[config.mk]
export PLATFORM = sky130hd
export DESIGN_NAME = regfile_dump
export DESIGN_NICKNAME = d
export VERILOG_FILES = /design/src/rtl/regfile_pkg.sv /design/src/rtl/regfile_dump.sv
export SDC_FILE = /design/constraint.sdc
export NUM_CORES = 1
export LEC_CHECK = 0
export CAP_MARGIN = 10
export CORE_ASPECT_RATIO = 0.75
export CORE_MARGIN = 3
export CORE_UTILIZATION = 44
export CTS_BUF_LIST = sky130_fd_sc_hd__clkbuf_16
export CTS_CLUSTER_SIZE = 12
export DETAILED_ROUTE_END_ITERATION = 10
export PLACE_DENSITY = 0.94
export SLEW_MARGIN = 20
export SYNTH_ARGS = -nofsm -noshare
export SYNTH_HDL_FRONTEND = slang
export SYNTH_SLANG_ARGS = --single-unit
[constraint.sdc]
create_clock -name clk_i -period 2.8 [get_ports clk_i]
set_input_delay 0.7 -clock clk_i [delete_from_list [all_inputs] [get_ports clk_i]]
set_output_delay 0.7 -clock clk_i [all_outputs]
set_load 0.02 [all_outputs]
[src/rtl/regfile_pkg.sv]
// Shared types and default sizes for the register-file dump path.
// The beat struct is the (index, value, last) record streamed to the sink.
package regfile_pkg;

  localparam int DefaultXLen      = 32;
  localparam int DefaultNReg      = 32;
  localparam int DefaultNRegWidth = $clog2(DefaultNReg);

  typedef enum logic [1:0] {
    IDLE  = 2'd0,
    DUMP  = 2'd1,
    DRAIN = 2'd2
  } dump_state_e;

  typedef struct packed {
    logic [DefaultNRegWidth-1:0] addr;
    logic [DefaultXLen-1:0]      data;
    logic                        last;
  } dump_beat_t;

endpackage

[src/rtl/regfile_dump.sv]
// Walks the integer register file through its asynchronous read port and
// streams (index, value) beats over a valid/ready interface.
module regfile_dump
  import regfile_pkg::*;
#(
  parameter  int XLen      = DefaultXLen,
  parameter  int NReg      = DefaultNReg,
  localparam int NRegWidth = $clog2(NReg)
) (
  input  logic                 clk_i,
  input  logic                 rst_i,
  input  logic                 start_i,
  output logic                 busy_o,
  output logic                 done_o,
  output logic [NRegWidth-1:0] rf_addr_o,
  input  logic [XLen-1:0]      rf_data_i,
  output logic                 m_valid_o,
  input  logic                 m_ready_i,
  output logic [NRegWidth-1:0] m_addr_o,
  output logic [XLen-1:0]      m_data_o,
  output logic                 m_last_o
);

  localparam logic [NRegWidth-1:0] LastIdx = NRegWidth'(NReg - 1);

  // Same field layout as dump_beat_t, sized by this instance's parameters.
  typedef struct packed {
    logic [NRegWidth-1:0] addr;
    logic [XLen-1:0]      data;
    logic                 last;
  } beat_t;

  dump_state_e          state_q, state_d;
  logic [NRegWidth-1:0] idx_q, idx_d;
  beat_t                beat_q, beat_d;
  logic                 valid_q, valid_d;
  logic                 done_q, done_d;
  logic                 accept;
  logic                 load;

  always_comb begin
    state_d = state_q;
    idx_d   = idx_q;
    beat_d  = beat_q;
    valid_d = valid_q;
    done_d  = 1'b0;
    accept  = valid_q && m_ready_i;
    load    = 1'b0;

    unique case (state_q)
      IDLE: begin
        if (accept) begin
          valid_d = 1'b0;
        end
        if (start_i) begin
          state_d = DUMP;
          idx_d   = '0;
        end
      end

      // The output register refills whenever it is empty or being drained,
      // so a continuously ready sink sees one beat per cycle.
      DUMP: begin
        load = !valid_q || m_ready_i;
        if (load) begin
          beat_d.addr = idx_q;
          beat_d.data = rf_data_i;
          beat_d.last = (idx_q == LastIdx);
          valid_d     = 1'b1;
          idx_d       = idx_q + NRegWidth'(1);
          if (idx_q == LastIdx) begin
            state_d = DRAIN;
          end
        end
      end

      DRAIN: begin
        if (accept) begin
          valid_d = 1'b0;
          done_d  = 1'b1;
          state_d = IDLE;
        end
      end

      default: begin
        state_d = IDLE;
        valid_d = 1'b0;
      end
    endcase
  end

  always_ff @(posedge clk_i) begin
    if (rst_i) begin
      state_q <= IDLE;
      idx_q   <= '0;
      beat_q  <= '0;
      valid_q <= 1'b0;
      done_q  <= 1'b0;
    end else begin
      state_q <= state_d;
      idx_q   <= idx_d;
      beat_q  <= beat_d;
      valid_q <= valid_d;
      done_q  <= done_d;
    end
  end

  assign busy_o    = (state_q != IDLE);
  assign done_o    = done_q;
  assign rf_addr_o = (state_q == DUMP) ? idx_q : '0;
  assign m_valid_o = valid_q;
  assign m_addr_o  = beat_q.addr;
  assign m_data_o  = beat_q.data;
  assign m_last_o  = beat_q.last;

endmodule

# Yosys cells after proc, flatten, opt, wreduce, memory -nomap -nowiden
# Cells that the tools add are included.
[word_totals]
out_inout_bits = 46
reg_bits = 47
elab_cells = 42
[classes]
muxes = 13
eq_ne = 8
bitwise_logic = 1
n_reduce_logical = 12
n_addsub = 1
[ops]
columns = ["cell", "count"]
rows = [
  ["$mux W5", 3],
  ["$pmux W5 S2", 1],
  ["$mux W2", 4],
  ["$ne A2 B2 Y1 const B", 4],
  ["$pmux W2 S3", 1],
  ["$add A5 B1 Y5 const B", 1],
  ["$eq A5 B5 Y1 const B", 1],
  ["$reduce_and A2 Y1", 2],
  ["$reduce_and A4 Y1", 1],
  ["$reduce_bool A2 Y1", 2],
  ["$reduce_or A2 Y1", 2],
  ["$mux W1", 3],
  ["$reduce_and A3 Y1", 1],
  ["$eq A2 B1 Y1 const B", 1],
  ["$eq A2 B2 Y1 const B", 1],
  ["$logic_not A2 Y1", 1],
  ["$ne A2 B1 Y1 const B", 1],
  ["$pmux W1 S2", 1],
  ["$logic_and A1 B1 Y1", 1],
  ["$logic_not A1 Y1", 1],
  ["$logic_or A1 B1 Y1", 1],
  ["$not A1 Y1", 1],
]

# Logic depth before layout (Yosys ltp)
# Gate-level depths: netlist (run 1).
[logic_depth]
ltp_word = 4
depth_mapped = 7
ltp_nobuf = 6

# Worst setup path before layout (run 1)
# Ideal clock, no wire load.
[synth_path]
kind = "register to output"
startpoint = "reg state_q[0]"
endpoint = "out rf_addr_o[0]"
slack_ns = 1.247
path_buffers = 1
path_stages_with_launch = 4
arrival_ns = 0.853
path_cell_list = "dfxtp_1 -> buf_4 -> and2b_4 -> and2_1"
[synth_via]
elab_chain_len = 2
[synth_lines]
columns = ["element", "line_no", "source"]
rows = [
  ["from (decl)", "regfile_dump.sv:33", "dump_state_e state_q, state_d;"],
  ["from (signal assigned)", "regfile_dump.sv:100", "state_q <= state_d;"],
  ["$eq A2 B1 Y1", "regfile_dump.sv:110", "assign rf_addr_o = (state_q == DUMP) ? idx_q : '0;"],
  ["$mux W5", "regfile_dump.sv:110", ""],
  ["to (decl)", "regfile_dump.sv:15", "output logic [NRegWidth-1:0] rf_addr_o,"],
]
# Every way passes these cells.

# Worst setup path after layout (run 1)
# Same ends and word-level chain as after synthesis.

==> impl_results.md, run 1 <==
- Outcome: finished clean
- Clock skew: 0.005811 ns
- Final setup violation count: 0
- GRT Util Overall: 19.05%
- HP Class: flip-flop to flip-flop
- Largest net degree at the start of global routing: 48
- Layout area overhead: 53.75%
- Int Pwr: 1.145 mW
- FMAX: just under 400 MHz
- Post-synth EDFFs: 0
- Tightest Pin Transition: approximately 0.84 ns
- CP Data Required Time: roughly 2.1 ns
- Post-synthesis cell area: around 1800 um^2
- Ys Warns: 0
- Fin nets: 335
- Synth Net Count: ~260
- Worst path max stage delay: approximately 0.6 ns
- Io pins: 82
- Core Region: 3756 um^2
- GP Congestion: ~0.83
- Number of global-route vias before repair: roughly 1600
- Post-Syn Instances: between 200 and 250
- Clock Sinks: 47
- Sw Ratio: between 20 and 25%
- Min Tclk post-route: 2.539 ns
- Power per cell area: ~560 nW/um^2
- Per-cell routed wire length: approximately 13 um
- Logic pwr share: between 10% and 20%
- Setup WS post-layout: between 0.2 and 0.3 ns
- Clock power frac: 35.9%
- Die width: a little under 80 um
- Inserted Clock Buffers: 5
- Max VDD drop: between 500 and 600 uV
- Pre-CTS WS: 0.4670 ns
- Global routing usage on met3: ~6.7%
- Vias/cell: 4.928
- Sequential cell fraction of total power: a little under half
- Layout cells sized above 1: under 10%
- Syn_area_per_cell: ~8.0 um^2
- Setup CP Type: flip-flop to output pin
- Seq/Total Area, Yosys: 53.18%
- Full die area: approximately 4800 um^2
- Starting density of the core: a little under half
- P_sw: 371.6 uW
- Number of fillers in the final layout: 304
- Fin. Hold Viols: 0
- Arr. time, crit path: around 1.8 ns
- Part of the cycle the worst path needs: between 90% and 100%
- # diodes: 0
- DRT iter0 DRCs: 62
- CP endpoint kind: output pin
- # DRC: 0
- IO buf count: 81
- CP max FO: 10
- Vias post-DR: 1720
- # rows: 19
- Post-DP HPWL: about 3200 um
- FF/Latch Area: 940.9 um^2
- Final wirelength: ~4400 um
- Critical path, cell by cell: and2b_4 -> and2_1 -> clkdlybuf4s50_1
- Layer with the highest usage: met2
- Multi-input logic area: about 750 um^2
- Met1 usage: 22.41%
- Cts hold-fix bufs: 0
- Slew Limit Fails: 0
- Commonest non-fill, non-tap cell in the layout: nand2_1
- Antenna Nets Post-Route: 0
- Initial antenna violation count: 0
- Pleak: ~0.99 nW
- Reg clk slew, reported paths: roughly 0.06 ns
- Met2 Use GR: 32.49%
- First-pass GRT wire length: slightly above 7000 um
- Synth async-reset ratio: 0%
- # Max-Cap Violations: 0
- Most frequent cells in the layout: nand2_1, clkdlybuf4s50_1, dfxtp_1
- Slowest cell on the critical path: clkdlybuf4s50_1
- Post-CTS sizing: 0
- Unrepaired setup endpoints after global routing: no
- Commonest register cell after synthesis: dfxtp_1
- Crit path launch type: flip-flop
- Post-CTS Setup Bufs: 0
- Root buf cell: clkbuf_16
- Post-synth cell types: 29
- CTS max path bufs: 2
- Clk_lat worst skew: 0.28 ns
- Placed cell count: about 340
- Yosys reg bits: 47
- Layout Utilization: a little over 70%
- Drt pass-1 iters: 4
- DIE HEIGHT: 60.92 um
- CTS tree: yes
- Finished Layout Cells: about 350
- GRT overflow: 0
- Max_slew headroom: 44.02%
- CTS HTree Levels: 2
- Total Neg Setup Slack: 0 ns
[cell type report]
cell class / instances / share of cell area, %
clock buffer: 5 / 4.600
clock inverter: 2 / 0.3220
inverter: 1 / 0.1380
multi-input combinational: 158 / 27.51
sequential: 47 / 34.59
tap: 52 / 2.392
timing repair buffer: 84 / 30.45
[final timing paths]
check	cells past startpoint	slack, ns	to	start
min reg2reg	2	0.45	m_data_o[12]$_SDFFE_PP0P_	m_data_o[12]$_SDFFE_PP0P_
max reg2reg	5	1.09	m_data_o[11]$_SDFFE_PP0P_	state_q[0]$_SDFFE_PP0P_
max	3	0.26	rf_addr_o[0]	state_q[0]$_SDFFE_PP0P_
min	2	0.45	m_data_o[12]$_SDFFE_PP0P_	m_data_o[12]$_SDFFE_PP0P_
[power groups by stage]
stage | Clock [mW] | Sequential [mW] | Combinational, mW
after floorplan | 0 | 0.767 | 0.0952
after global placement | 0 | 0.734 | 0.248
after detailed placement | 0 | 0.736 | 0.252
after CTS | 0.557 | 0.721 | 0.253
after global routing | 0.587 | 0.726 | 0.271
final | 0.544 | 0.721 | 0.251
[flip-flops by register name, summed over array words and instances, names as in the netlist]
name and flops:
m_addr_o 5, done_o 1, m_valid_o 1, m_last_o 1, m_data_o 32, idx_q 5, state_q 2
[synth_stat cells, drive strengths merged, types with 2 or more instances]
library cell | instances | area share, %
nand2 | 83 | 18
dfxtp | 47 | 53
a21oi | 44 | 12
buf | 8 | 3.0
clkbuf | 6 | 1.3
nor2 | 6 | 1.4
and2 | 5 | 1.8
ha | 2 | 1.4
nand2b | 2 | 1.1
nand4b | 2 | 0.99
nor2b | 2 | 0.71
o21ai | 2 | 0.57
[worst max-delay path, delay by kind of cell, from the launching register on]
kind | cells | cell delay (ns)
buffers and inverters | 1 | 0.60
DFF | 1 | 0.53
and+or+nand+nor | 2 | 0.42
[logic make-up (layout without fill, tap and decap cells)]
group	count (synthesis)	in the layout	share of synthesized area [%]
and+or+nand+nor	107	107	26.52
buffers and inverters	15	92	4.526
DFF	47	47	53.18
AOI/OAI and AO/OA	49	49	14.36
adders and majority gates	2	2	1.414
[routing by layer]
layer	wire length [um]	vias up
met5	0	-
met4	68	0
met3	382	7
met2	2005	62
met1	1988	775
li1	-	876
[metrics by stage]
stage               power (mW)  instance area [um^2]  hold WS [ns]
finish                   1.517                  2720        0.4521
global route             1.584                  2720        0.4739
CTS                      1.531                  2720        0.4553
detailed placement      0.9880                  2586        0.4459
global placement        0.9818                  2586        0.4410
floorplan               0.8620                  1769        0.4578
(Power assumes the default switching activity.)
==> run 2, diff against run 1 <==
Settings changed: CAP_MARGIN 10 to 40, HOLD_SLACK_MARGIN from default to 0.12.
==> results of run 2 <==
No change in the layout: final DEF, timing and power equal those of run 1.
==> run 3, diff against run 2 <==
Settings changed: CAP_MARGIN 40 to default, PLACE_DENSITY 0.94 to default, PLACE_DENSITY_LB_ADDON from default to 0.12.
==> run 3 against run 2 <==
  * Worst hold slack got worse by 0.00077 ns
  * Final area up 2.2%
  * Worst setup slack lost 0.0090 ns
  * Non-clock buffer count stayed put
  * Critical path depth unchanged
  * Fmax is 0.35% lower
  * Sequential share of layout area down 0.73 points
  * Count of clock-buffer cells in the layout unchanged
  * Die area did not move
  * Clock power up 39%
  * Critical path type unchanged
==> impl_results.md, run 3 (same netlist as run 1, synthesis figures left out) <==
- Setup CP Type: flip-flop to output pin
- Worst path max stage delay: 0.61 ns (about the same)
- Post-DP HPWL: 2901 um (-9.7%)
- # Max-Cap Violations: 0 (unchanged)
- Clock Sinks: 47 (unchanged)
- Largest net degree at the start of global routing: 48 (unchanged)
- CP max FO: 10 (unchanged)
- Start point of the critical path: state_q[0]$_SDFFE_PP0P_
- Total Neg Setup Slack: 0 ns (unchanged)
- Min Hold Slack: 0.4514 ns (-0.0007690 ns)
- Tightest Pin Transition: 1.023 ns (+0.1835 ns)
- Starting density of the core: 47.10% (unchanged)
- Slew Limit Fails: 0 (unchanged)
- Most frequent cells in the layout: nand2_1, clkdlybuf4s50_1, dfxtp_1
- Layout Utilization: 73.98% (+1.6 points)
- Power Total: 1.724 mW (+14%)
- Max_slew headroom: 31.72% (-12 points)
- Number of global-route vias before repair: 1523 (-6.2%)
- Fin. Hold Viols: 0 (unchanged)
- GP Congestion: 0.7466 (-10%)
- IO buf count: 81 (unchanged)
- Full die area: 4826 um^2 (unchanged)
- Power per cell area: 620.2 nW/um^2 (+11%)
- Reg2reg end: m_data_o[17]$_SDFFE_PP0P_
- Number of flip-flops in the largest register: 32 (unchanged)
- Outcome: finished clean
- CTS max path bufs: 2 (unchanged)
- Hold_sp: m_data_o[11]$_SDFFE_PP0P_
- Part of the cycle the worst path needs: 90.99% (+0.32 points)
- Reg clk slew, reported paths: 0.06 ns (about the same)
- Root buf cell: clkbuf_16
- FMAX: 392.5 MHz (-0.35%)
- CTS tree: yes
- Min Tclk post-route: 2.548 ns (+0.008981 ns)
- Initial antenna violation count: 0 (unchanged)
- # DRC: 0 (unchanged)
- Inserted Clock Buffers: 5 (unchanged)
- Slowest cell on the critical path: clkdlybuf4s50_1
- # diodes: 0 (unchanged)
- Core Region: 3756 um^2 (unchanged)
- Final wirelength: 4241 um (-4.5%)
- Antenna Nets Post-Route: 0 (unchanged)
- # rows: 19 (unchanged)
- Unrepaired setup endpoints after global routing: no
- FF-to-FF setup slack: 0.71 ns (-0.38 ns)
- Commonest non-fill, non-tap cell in the layout: nand2_1
- First-pass GRT wire length: 6817 um (-5.0%)
- GRT Util Overall: 18.11% (-0.94 points)
- HP Class: flip-flop to flip-flop
- Clock skew: 0.005464 ns (-0.0003478 ns)
- Die width: 79.22 um (unchanged)
- GRT overflow: 0 (unchanged)
- CP Data Required Time: 2.10 ns (about the same)
- Clk_lat worst skew: 0.28 ns (about the same)
- Crit path to: rf_addr_o[4]
- Vias/cell: 4.746 (-3.7%)
- R2R Path Start: state_q[0]$_SDFFE_PP0P_
- Per-cell routed wire length: 12.12 um (-4.8%)
- Cts hold-fix bufs: 0 (unchanged)
- Drt pass-1 iters: 4 (unchanged)
- Io pins: 82 (unchanged)
- Post-CTS sizing: 0 (unchanged)
- Fin nets: 335 (unchanged)
- CTS HTree Levels: 2 (unchanged)
- CP endpoint kind: output pin
- Vias post-DR: 1661 (-3.4%)
- Pleak: 1.014 nW (+2.3%)
- Final setup violation count: 0 (unchanged)
- Critical path, cell by cell: and2b_4 -> and2_1 -> clkdlybuf4s50_1
- Post-CTS Setup Bufs: 0 (unchanged)
- DIE HEIGHT: 60.92 um (unchanged)
- Arr. time, crit path: 1.85 ns (about the same)
- Layout cells sized above 1: 5.369% (+0.66 points)
- Layout area overhead: 57.07%
- Max VDD drop: 420.4 uV (-19%)
- Crit path launch type: flip-flop
- Worst r2r path cells: 5 (unchanged)
- DRT iter0 DRCs: 68 (+9.7%)
==> run 3: changes by cell type in the layout (fill, tap and decap cells not counted), sizes merged <==
cell and delta:
bufinv +2, clkinv -2, clkinvlp +1
==> run 3: cell type report <==
class,count,area (um^2)
multi-input combinational,158,748.2
sequential,47,940.9
clock inverter,3,67.56
fill,312,977.2
clock buffer,5,125.1
timing repair buffer,84,828.3
tap,52,65.06
inverter,1,3.754
==> run 3: worst min-delay path by stage <==
stage,to,slack (ns),depth (start not counted)
final,m_data_o[11]$_SDFFE_PP0P_,0.45,2
after global routing,m_data_o[22]$_SDFFE_PP0P_,0.47,2
after CTS,m_data_o[27]$_SDFFE_PP0P_,0.45,2
after detailed placement,m_data_o[27]$_SDFFE_PP0P_,0.45,2
after global placement,m_data_o[9]$_SDFFE_PP0P_,0.44,2
after floorplan,m_addr_o[4]$_SDFFE_PP0P_,0.46,2
==> run 3: per-layer routing <==
layer | up-vias | GRT usage [%] | share of wire (%)
met1 | 738 | 23.02 | 47
li1 | 867 | - | -
met2 | 49 | 28.42 | 44
met4 | 0 | 6.618 | 1.2
met5 | - | 0 | 0
met3 | 7 | 6.973 | 7.9
==> run 3: report_power, final <==
part	internal, mW	leakage, nW	switching [mW]
Sequential	0.701	0.383	0.0194
Combinational	0.123	0.541	0.126
Clock	0.511	0.0900	0.244
Total	1.33	1.01	0.389
==> run 3: critical path: cells and delay by family (launching register included) <==
family / cells / cell delay (ns)
flip-flops: 1 / 0.53
buffers and inverters: 1 / 0.61
AND/OR/NAND/NOR: 2 / 0.42
==> run 3: metrics by stage <==
step                std cells  area, um^2  setup slack (ns)
finish                    350        2779            0.2523
global route              350        2779            0.1979
CTS                       350        2779            0.2586
detailed placement        342        2586           0.09040
global placement          342        2586            0.1486
floorplan                 220        1769             1.247
